===== src/rtl/mem_wb_if.sv =====
// MEM/WB stage bus: MEM-stage results and control in, register-file write port and halt status out.
interface mem_wb_if #(
  parameter int DW = 16,
  parameter int RW = 4
);
  logic          stall;
  logic          flush;
  logic          in_valid;
  logic          in_reg_write;
  logic [RW-1:0] in_dst_reg;
  logic [2:0]    in_wb_sel;
  logic [DW-1:0] in_alu_result;
  logic [DW-1:0] in_mem_data;
  logic [DW-1:0] in_pc_plus2;
  logic [7:0]    in_imm8;
  logic [DW-1:0] in_old_rd;
  logic          in_halt;
  logic          wb_valid;
  logic          wb_write_en;
  logic [RW-1:0] wb_reg_id;
  logic [DW-1:0] wb_data;
  logic          halted;

  modport master (
    output stall, flush, in_valid, in_reg_write, in_dst_reg, in_wb_sel,
           in_alu_result, in_mem_data, in_pc_plus2, in_imm8, in_old_rd, in_halt,
    input  wb_valid, wb_write_en, wb_reg_id, wb_data, halted
  );

  modport slave (
    input  stall, flush, in_valid, in_reg_write, in_dst_reg, in_wb_sel,
           in_alu_result, in_mem_data, in_pc_plus2, in_imm8, in_old_rd, in_halt,
    output wb_valid, wb_write_en, wb_reg_id, wb_data, halted
  );
endinterface


===== src/rtl/mem_wb_stage.sv =====
// MEM/WB pipeline stage: selects/merges writeback data, qualifies the register-file write, retires HLT.
//   state     | meaning
//   ST_RUN    | normal operation, valid instructions load and may write
//   ST_HALTED | HLT has retired, every further load becomes a bubble
module mem_wb_stage #(
  parameter int DW = 16,
  parameter int RW = 4
) (
  input  logic     i_clk,
  input  logic     i_rst,
  mem_wb_if.slave  bus
);

  typedef enum logic {
    ST_RUN    = 1'b0,
    ST_HALTED = 1'b1
  } state_t;

  state_t        r_state;
  state_t        w_state_nxt;
  logic          w_halted;
  logic          w_run;

  logic          r_valid;
  logic          r_write_en;
  logic [RW-1:0] r_reg_id;
  logic [DW-1:0] r_data;

  logic          w_sel_legal;
  logic [DW-1:0] w_sel_data;
  logic          w_load_valid;
  logic          w_write_en;

  always_ff @(posedge i_clk) begin
    if (i_rst) r_state <= ST_RUN;
    else       r_state <= w_state_nxt;
  end

  always_comb begin
    w_state_nxt = r_state;
    case (r_state)
      ST_RUN:
        if (!bus.flush && !bus.stall && bus.in_valid && bus.in_halt)
          w_state_nxt = ST_HALTED;
      ST_HALTED: w_state_nxt = ST_HALTED;
      default:   w_state_nxt = ST_RUN;
    endcase
  end

  always_comb begin
    w_halted = 1'b0;
    w_run    = 1'b0;
    case (r_state)
      ST_RUN:    w_run    = 1'b1;
      ST_HALTED: w_halted = 1'b1;
      default:   w_run    = 1'b1;
    endcase
  end

  // LLB/LHB merge the immediate into the current destination value supplied upstream.
  always_comb begin
    w_sel_legal = 1'b1;
    w_sel_data  = '0;
    case (bus.in_wb_sel)
      3'd0: w_sel_data = bus.in_alu_result;
      3'd1: w_sel_data = bus.in_mem_data;
      3'd2: w_sel_data = bus.in_pc_plus2;
      3'd3: w_sel_data = {bus.in_old_rd[DW-1:8], bus.in_imm8};
      3'd4: w_sel_data = {bus.in_imm8, bus.in_old_rd[7:0]};
      default: begin
        w_sel_legal = 1'b0;
        w_sel_data  = '0;
      end
    endcase
  end

  // HLT occupies the stage as a valid instruction but never writes; R0 is never written.
  assign w_load_valid = bus.in_valid & w_run;
  assign w_write_en   = w_load_valid & bus.in_reg_write & (bus.in_dst_reg != '0)
                      & w_sel_legal & ~bus.in_halt;

  always_ff @(posedge i_clk) begin
    if (i_rst || bus.flush) begin
      r_valid    <= 1'b0;
      r_write_en <= 1'b0;
      r_reg_id   <= '0;
      r_data     <= '0;
    end else if (!bus.stall) begin
      r_valid    <= w_load_valid;
      r_write_en <= w_write_en;
      r_reg_id   <= w_load_valid ? bus.in_dst_reg : '0;
      r_data     <= w_load_valid ? w_sel_data : '0;
    end
  end

  assign bus.wb_valid    = r_valid;
  assign bus.wb_write_en = r_write_en;
  assign bus.wb_reg_id   = r_reg_id;
  assign bus.wb_data     = r_data;
  assign bus.halted      = w_halted;

endmodule

===== src/flat_wrapper.sv =====
// flat-port wrapper written by rule: the top's interface ports become plain ports
module mem_wb_stage_flat 
#(
  parameter int DW = 16,
  parameter int RW = 4
)
  (i_clk, i_rst, bus_stall, bus_flush, bus_in_valid, bus_in_reg_write, bus_in_dst_reg, bus_in_wb_sel, bus_in_alu_result, bus_in_mem_data, bus_in_pc_plus2, bus_in_imm8, bus_in_old_rd, bus_in_halt, bus_wb_valid, bus_wb_write_en, bus_wb_reg_id, bus_wb_data, bus_halted);
  mem_wb_if #(.DW(DW), .RW(RW)) bus_i ();
  input  logic i_clk;
  input  logic i_rst;
  input wire logic [$bits(bus_i.stall)-1:0] bus_stall;
  input wire logic [$bits(bus_i.flush)-1:0] bus_flush;
  input wire logic [$bits(bus_i.in_valid)-1:0] bus_in_valid;
  input wire logic [$bits(bus_i.in_reg_write)-1:0] bus_in_reg_write;
  input wire logic [$bits(bus_i.in_dst_reg)-1:0] bus_in_dst_reg;
  input wire logic [$bits(bus_i.in_wb_sel)-1:0] bus_in_wb_sel;
  input wire logic [$bits(bus_i.in_alu_result)-1:0] bus_in_alu_result;
  input wire logic [$bits(bus_i.in_mem_data)-1:0] bus_in_mem_data;
  input wire logic [$bits(bus_i.in_pc_plus2)-1:0] bus_in_pc_plus2;
  input wire logic [$bits(bus_i.in_imm8)-1:0] bus_in_imm8;
  input wire logic [$bits(bus_i.in_old_rd)-1:0] bus_in_old_rd;
  input wire logic [$bits(bus_i.in_halt)-1:0] bus_in_halt;
  output wire logic [$bits(bus_i.wb_valid)-1:0] bus_wb_valid;
  output wire logic [$bits(bus_i.wb_write_en)-1:0] bus_wb_write_en;
  output wire logic [$bits(bus_i.wb_reg_id)-1:0] bus_wb_reg_id;
  output wire logic [$bits(bus_i.wb_data)-1:0] bus_wb_data;
  output wire logic [$bits(bus_i.halted)-1:0] bus_halted;
  assign bus_i.stall = bus_stall;
  assign bus_i.flush = bus_flush;
  assign bus_i.in_valid = bus_in_valid;
  assign bus_i.in_reg_write = bus_in_reg_write;
  assign bus_i.in_dst_reg = bus_in_dst_reg;
  assign bus_i.in_wb_sel = bus_in_wb_sel;
  assign bus_i.in_alu_result = bus_in_alu_result;
  assign bus_i.in_mem_data = bus_in_mem_data;
  assign bus_i.in_pc_plus2 = bus_in_pc_plus2;
  assign bus_i.in_imm8 = bus_in_imm8;
  assign bus_i.in_old_rd = bus_in_old_rd;
  assign bus_i.in_halt = bus_in_halt;
  assign bus_wb_valid = bus_i.wb_valid;
  assign bus_wb_write_en = bus_i.wb_write_en;
  assign bus_wb_reg_id = bus_i.wb_reg_id;
  assign bus_wb_data = bus_i.wb_data;
  assign bus_halted = bus_i.halted;
  mem_wb_stage #(.DW(DW), .RW(RW)) u_core (.i_clk(i_clk), .i_rst(i_rst), .bus(bus_i));
endmodule

===== config.mk =====
export PLATFORM = sky130hd
export DESIGN_NAME = mem_wb_stage_flat
export DESIGN_NICKNAME = d
export VERILOG_FILES = /design/src/rtl/mem_wb_if.sv /design/src/rtl/mem_wb_stage.sv /design/src/flat_wrapper.sv
export SDC_FILE = /design/constraint.sdc
export NUM_CORES = 1
export LEC_CHECK = 0
export BUFFER_PORTS_ARGS = -buffer_cell sky130_fd_sc_hd__clkbuf_2
export CORE_ASPECT_RATIO = 1.1
export CORE_MARGIN = 2
export CORE_UTILIZATION = 38
export CTS_BUF_LIST = sky130_fd_sc_hd__clkbuf_4 sky130_fd_sc_hd__clkbuf_8 sky130_fd_sc_hd__clkbuf_16
export CTS_CLUSTER_SIZE = 28
export DETAILED_ROUTE_END_ITERATION = 7
export HOLD_SLACK_MARGIN = 0.15
export PLACE_DENSITY_LB_ADDON = 0.12
export SYNTH_ARGS = -nofsm -noshare
export SYNTH_HDL_FRONTEND = slang
export SYNTH_SLANG_ARGS = --single-unit

===== constraint.sdc =====
create_clock -name i_clk -period 1.2 [get_ports i_clk]
set_input_delay 0.06 -clock i_clk [delete_from_list [all_inputs] [get_ports i_clk]]
set_output_delay 0.06 -clock i_clk [all_outputs]
set_load 0.03 [all_outputs]

## After elaboration in Yosys (flattened, before gate mapping)

Index checks and enable logic that the tools add are counted.

- Bits in registers: 23
- Bits of input ports: 86
- Output and inout port bits: 23
- Word-level logic and storage cells: 33

- Equal/unequal tests: 4
- Multiplexer cells: 8
- Bitwise logic cells: 7
- Reduce and logical (&&, ||, !) cells: 9

Operators by type and width:

| cell | number |
|---|---|
| 16-bit case mux with 5 select lines | 1 |
| 16-bit two-way mux | 1 |
| 3-bit by 2-bit == test with 1-bit output (second input constant) | 2 |
| 1-bit bitwise AND | 5 |
| 5-bit OR reduction | 1 |
| 1-bit two-way mux | 4 |
| 4-bit two-way mux | 1 |
| 4-bit nonzero test | 1 |
| 3-bit by 1-bit == test with 1-bit output (second input constant) | 1 |
| 3-bit == test (second input constant) | 1 |
| 1-bit logical AND | 3 |
| 3-bit zero test | 1 |
| 1-bit zero test | 2 |
| 1-bit NOT | 2 |
| 1-bit case mux with 2 select lines | 1 |
| 1-bit logical OR | 1 |

## Depth between registers and ports, before layout

- Depth in word-level cells: 6
- Depth in mapped cells: 7
- Depth with buffers taken out: 4

## Worst setup path before layout

Ideal clock, no wire load.

- Path kind: reg2reg
- Start point: register u_core.r_state
- End point: register u_core.r_write_en (netlist: u_core.bus.wb_write_en)
- Setup time: 70 ps
- Data arrival time: 1430 ps
- Data required time: 1130 ps
- Slack: -301 ps
- Cell stages (with the launch flop): 5
- Path buffers: 0
- Clock period less this slack: 1501 ps
- Cell sequence: dfxtp_1 -> and2b_2 -> nand3b_4 -> or4b_1 -> a21oi_1

- Word-level cells in the longest chain between the ends: 6

Ends and longest elaborated chain:

| item | line | RTL |
|---|---|---|
| start, declared | mem_wb_stage.sv:19 | `state_t r_state;` |
| start signal, assigned | mem_wb_stage.sv:36 | `else r_state <= w_state_nxt;` |
| 1-bit two-way mux | mem_wb_stage.sv:53 | `case (r_state)` |
| 1-bit bitwise AND | mem_wb_stage.sv:78 | `assign w_load_valid = bus.in_valid & w_run;` |
| 1-bit bitwise AND (2 in series) | mem_wb_stage.sv:79 | `assign w_write_en = w_load_valid & bus.in_reg_write & (bus.in_dst_reg != '0)` |
| 1-bit bitwise AND (2 in series) | mem_wb_stage.sv:80 | `& w_sel_legal & ~bus.in_halt;` |
| end signal, assigned | mem_wb_stage.sv:90 | `r_write_en <= w_write_en;` |
| end, declared | mem_wb_stage.sv:25 | `logic r_write_en;` |

Every way passes these cells.
A chain may end at the register's enable or synchronous reset.

## Worst setup path in the final report

Ends and elaborated chain as after synthesis.

==> results by group <==
Outcome
  • Status: finished with violations
  • Failing checks: setup timing

STA
  • Fin. Hold Viols: 0
  • Layout Skew: 0.00573 ns
  • Period utilisation layout: 1.12
  • Peak Freq: 744 MHz
  • Setup Viol. Count Final: 2
  • Slew Limit Fails: 0
  • Slew @ Worst Pin: 0.296 ns
  • Tmin final: 1.34 ns
  • RSZ-0062 raised after global routing: true
  • Final setup margin: -0.145 ns
  • Slew margin rel.: 0.801

Synth
  • Synthesized instance count: 197
  • #FFs+latches synth: 23
  • EDFF count, synth: 0
  • Yosys Warn Count: 0
  • Cell area after synthesis: 1600 um^2
  • Post-synthesis sequential area ratio: 0.288
  • Post-synth ARST share: 0
  • Synth cell types: 28
  • Syn Nets: 283
  • Post-synth top flop: dfxtp_1
  • Synth Area per Inst: 8.11 um^2

Route
  • WL per Instance: 13.3 um
  • Highest routed layer: met4
  • Remaining DRCs: 0
  • Final WL: 4820 um
  • Pre-antenna DRT Iters: 4
  • DR WL met2: 2370 um
  • Met1 WL: 2080 um
  • Antenna viol nets, final: 0
  • Routed via count: 1839
  • Metal3 WL: 345 um
  • Vias per cell: 5.07
  • Initial DRC Count: 70

Placement
  • Post-DP HPWL: 3580 um
  • RePlAce Congestion: 0.736
  • Port buffer count: 108
  • Area after DPL: 2250 um^2

Floorplanning
  • I/O pins: 109
  • Full die area: 4740 um^2
  • CORE AREA: 3990 um^2
  • Row cnt: 24
  • Initial Utilization: 0.400
  • Die extent in y: 72.0 um
  • Die width: 65.8 um

Setup path
  • Critical Path Source Type: flip-flop
  • Worst Setup End Kind: flip-flop
  • Critical Path RT: 1.41 ns
  • CP Class: flip-flop to flip-flop
  • Worst Path Arrival: 1.55 ns
  • Max FO, Critical Path: 2

Finish
  • Fillers: 369
  • Synthesis-to-finish area growth: 48.7%
  • Register area: 464 um^2
  • Ant diodes: 0
  • Multi-input gate area: 1040 um^2
  • Share of layout cells above drive strength 1: 0.415
  • Final std cell area, no fill: 2380 um^2
  • Final #Nets: 398

Flow run
  • MaxCap Viol Count: 0

Clocking
  • Clk slew on worst S/H paths: 0.09 ns
  • CTS buffer count: 3
  • Root Buffer: clkbuf_8
  • CTS max path bufs: 2
  • Clk sinks: 23
  • Clock Latency Late Sink: 0.27 ns
  • Post-CTS Setup Inserts: 0
  • CTS tree: done
  • H-tree levels: 1

Global route
  • Largest net degree at the start of global routing: 50
  • All-layer global routing usage: 0.201
  • Initial antenna violation count: 0
  • First-pass GRT wire length: 7750 um
  • GRT overflow: 0
  • Vias in the first global route: 1760

Power and ir drop
  • Total power: 1.80 mW
  • VDD IR max: 0.467 mV
  • Static leakage: 1.13 nW
  • Power Density: 756 nW/um^2

Hold path
  • Min-delay worst type: input port to flip-flop
-- metal layers --
| metal | up-vias | track usage |
|---|---|---|
| met5 | - | 0 |
| met4 | 0 | 0.0370 |
| met3 | 4 | 0.0388 |
| met2 | 66 | 0.364 |
| met1 | 808 | 0.248 |
| li1 | 961 | - |
-- state kept, by name, indices dropped and copies added, names as in the netlist --
| signal | flops |
|---|---|
| u_core.bus.wb_valid | 1 |
| u_core.bus.wb_reg_id | 4 |
| u_core.r_state | 1 |
| u_core.bus.wb_write_en | 1 |
| u_core.bus.wb_data | 16 |
-- Yosys cell counts, types with 2 or more instances --
cell type / number / share of area
clkbuf_1: 9 / 0.021
nand3b_1: 19 / 0.089
mux2i_1: 32 / 0.20
a21oi_1: 21 / 0.066
a211oi_1: 15 / 0.070
o21ai_0: 27 / 0.085
o21ai_1: 3 / 0.0094
nor2_1: 4 / 0.0094
nand2_1: 21 / 0.049
buf_2: 5 / 0.016
buf_4: 2 / 0.0094
dfxtp_1: 23 / 0.29
-- cells in the final DEF, fill, tap and decap left out --
| master | instances |
|---|---|
| nor2_1 | 4 |
| clkbuf_2 | 108 |
| nand3b_4 | 1 |
| nor4bb_1 | 1 |
| clkbuf_8 | 3 |
| inv_1 | 1 |
| a221oi_1 | 1 |
| buf_4 | 8 |
| clkinv_2 | 1 |
| nand2b_1 | 1 |
| o21ai_1 | 3 |
| o311a_1 | 1 |
| a211oi_1 | 15 |
| dfxtp_4 | 1 |
| mux2i_1 | 32 |
| inv_2 | 1 |
| nand3_1 | 1 |
| o21ai_4 | 1 |
| a211o_1 | 1 |
| nand2_1 | 21 |
| or4b_1 | 1 |
| a21oi_1 | 21 |
| o21ai_0 | 27 |
| nand3b_1 | 19 |
| or2_0 | 1 |
| buf_12 | 3 |
| nor4_1 | 1 |
| and2b_2 | 1 |
| dfxtp_1 | 22 |
| dlygate4sd3_1 | 8 |
| buf_6 | 1 |
-- cells by family (layout without fill, tap and decap cells) --
logic type,Yosys count,count (layout),synth area share
multiplexers,32,32,0.200
buffers and inverters,20,134,0.0603
AO/OA/AOI/OAI,70,70,0.258
flip-flops,23,23,0.288
AND/OR/NAND/NOR,52,52,0.193
-- where the power goes --
part	total [mW]	internal, mW	switching (mW)
clock network	0.490	0.232	0.257
registers	0.777	0.772	0.00554
logic	0.531	0.276	0.254
total	1.80	1.28	0.517
-- through the flow --
step	instances	TNS, ns	worst slack, ns	hold WS [ns]	utilization
after floorplan	197	-0.959	-0.230	0.123	-
after global placement	351	-0.101	-0.101	0.221	0.562
after detailed placement	351	-0.134	-0.132	0.234	0.562
after CTS	363	-0.178	-0.143	0.153	0.594
after global routing	363	-0.444	-0.179	0.213	0.595
final	363	-0.163	-0.145	0.147	0.595
-- worst max-delay path: stages, from the launching register on --
cell and delay (ns):
dfxtp_4 0.35, and2b_2 0.24, nand3b_4 0.07, or4b_1 0.49, a21oi_1 0.13
-- repair_timing --
item / CTS / global route
hold buffers: 8 / 0
setup endpoints to repair: 3 / 14
endpoints found under the hold margin: 6 / 0
resized for setup: 0 / 1
-- path summary, 6_finish.rpt --
path,to,startpoint,cells after the start,slack (ns)
hold reg to reg,u_core.bus.wb_reg_id[3],u_core.bus.wb_reg_id[3],2,0.47
setup reg to reg,u_core.bus.wb_write_en,u_core.r_state,4,-0.14
hold / removal,u_core.r_state,bus_in_valid,4,0.15
setup / recovery,u_core.bus.wb_write_en,u_core.r_state,4,-0.14
-- cell type report --
cell class / instances / share of cell area
Multi-Input combinational cell: 154 / 0.438
Clock inverter: 1 / 0.00211
Tap cell: 52 / 0.0274
Timing Repair Buffer: 128 / 0.316
Inverter: 2 / 0.00316
Clock buffer: 3 / 0.0174
Sequential cell: 23 / 0.195
Power figures use the tool's default switching activity.
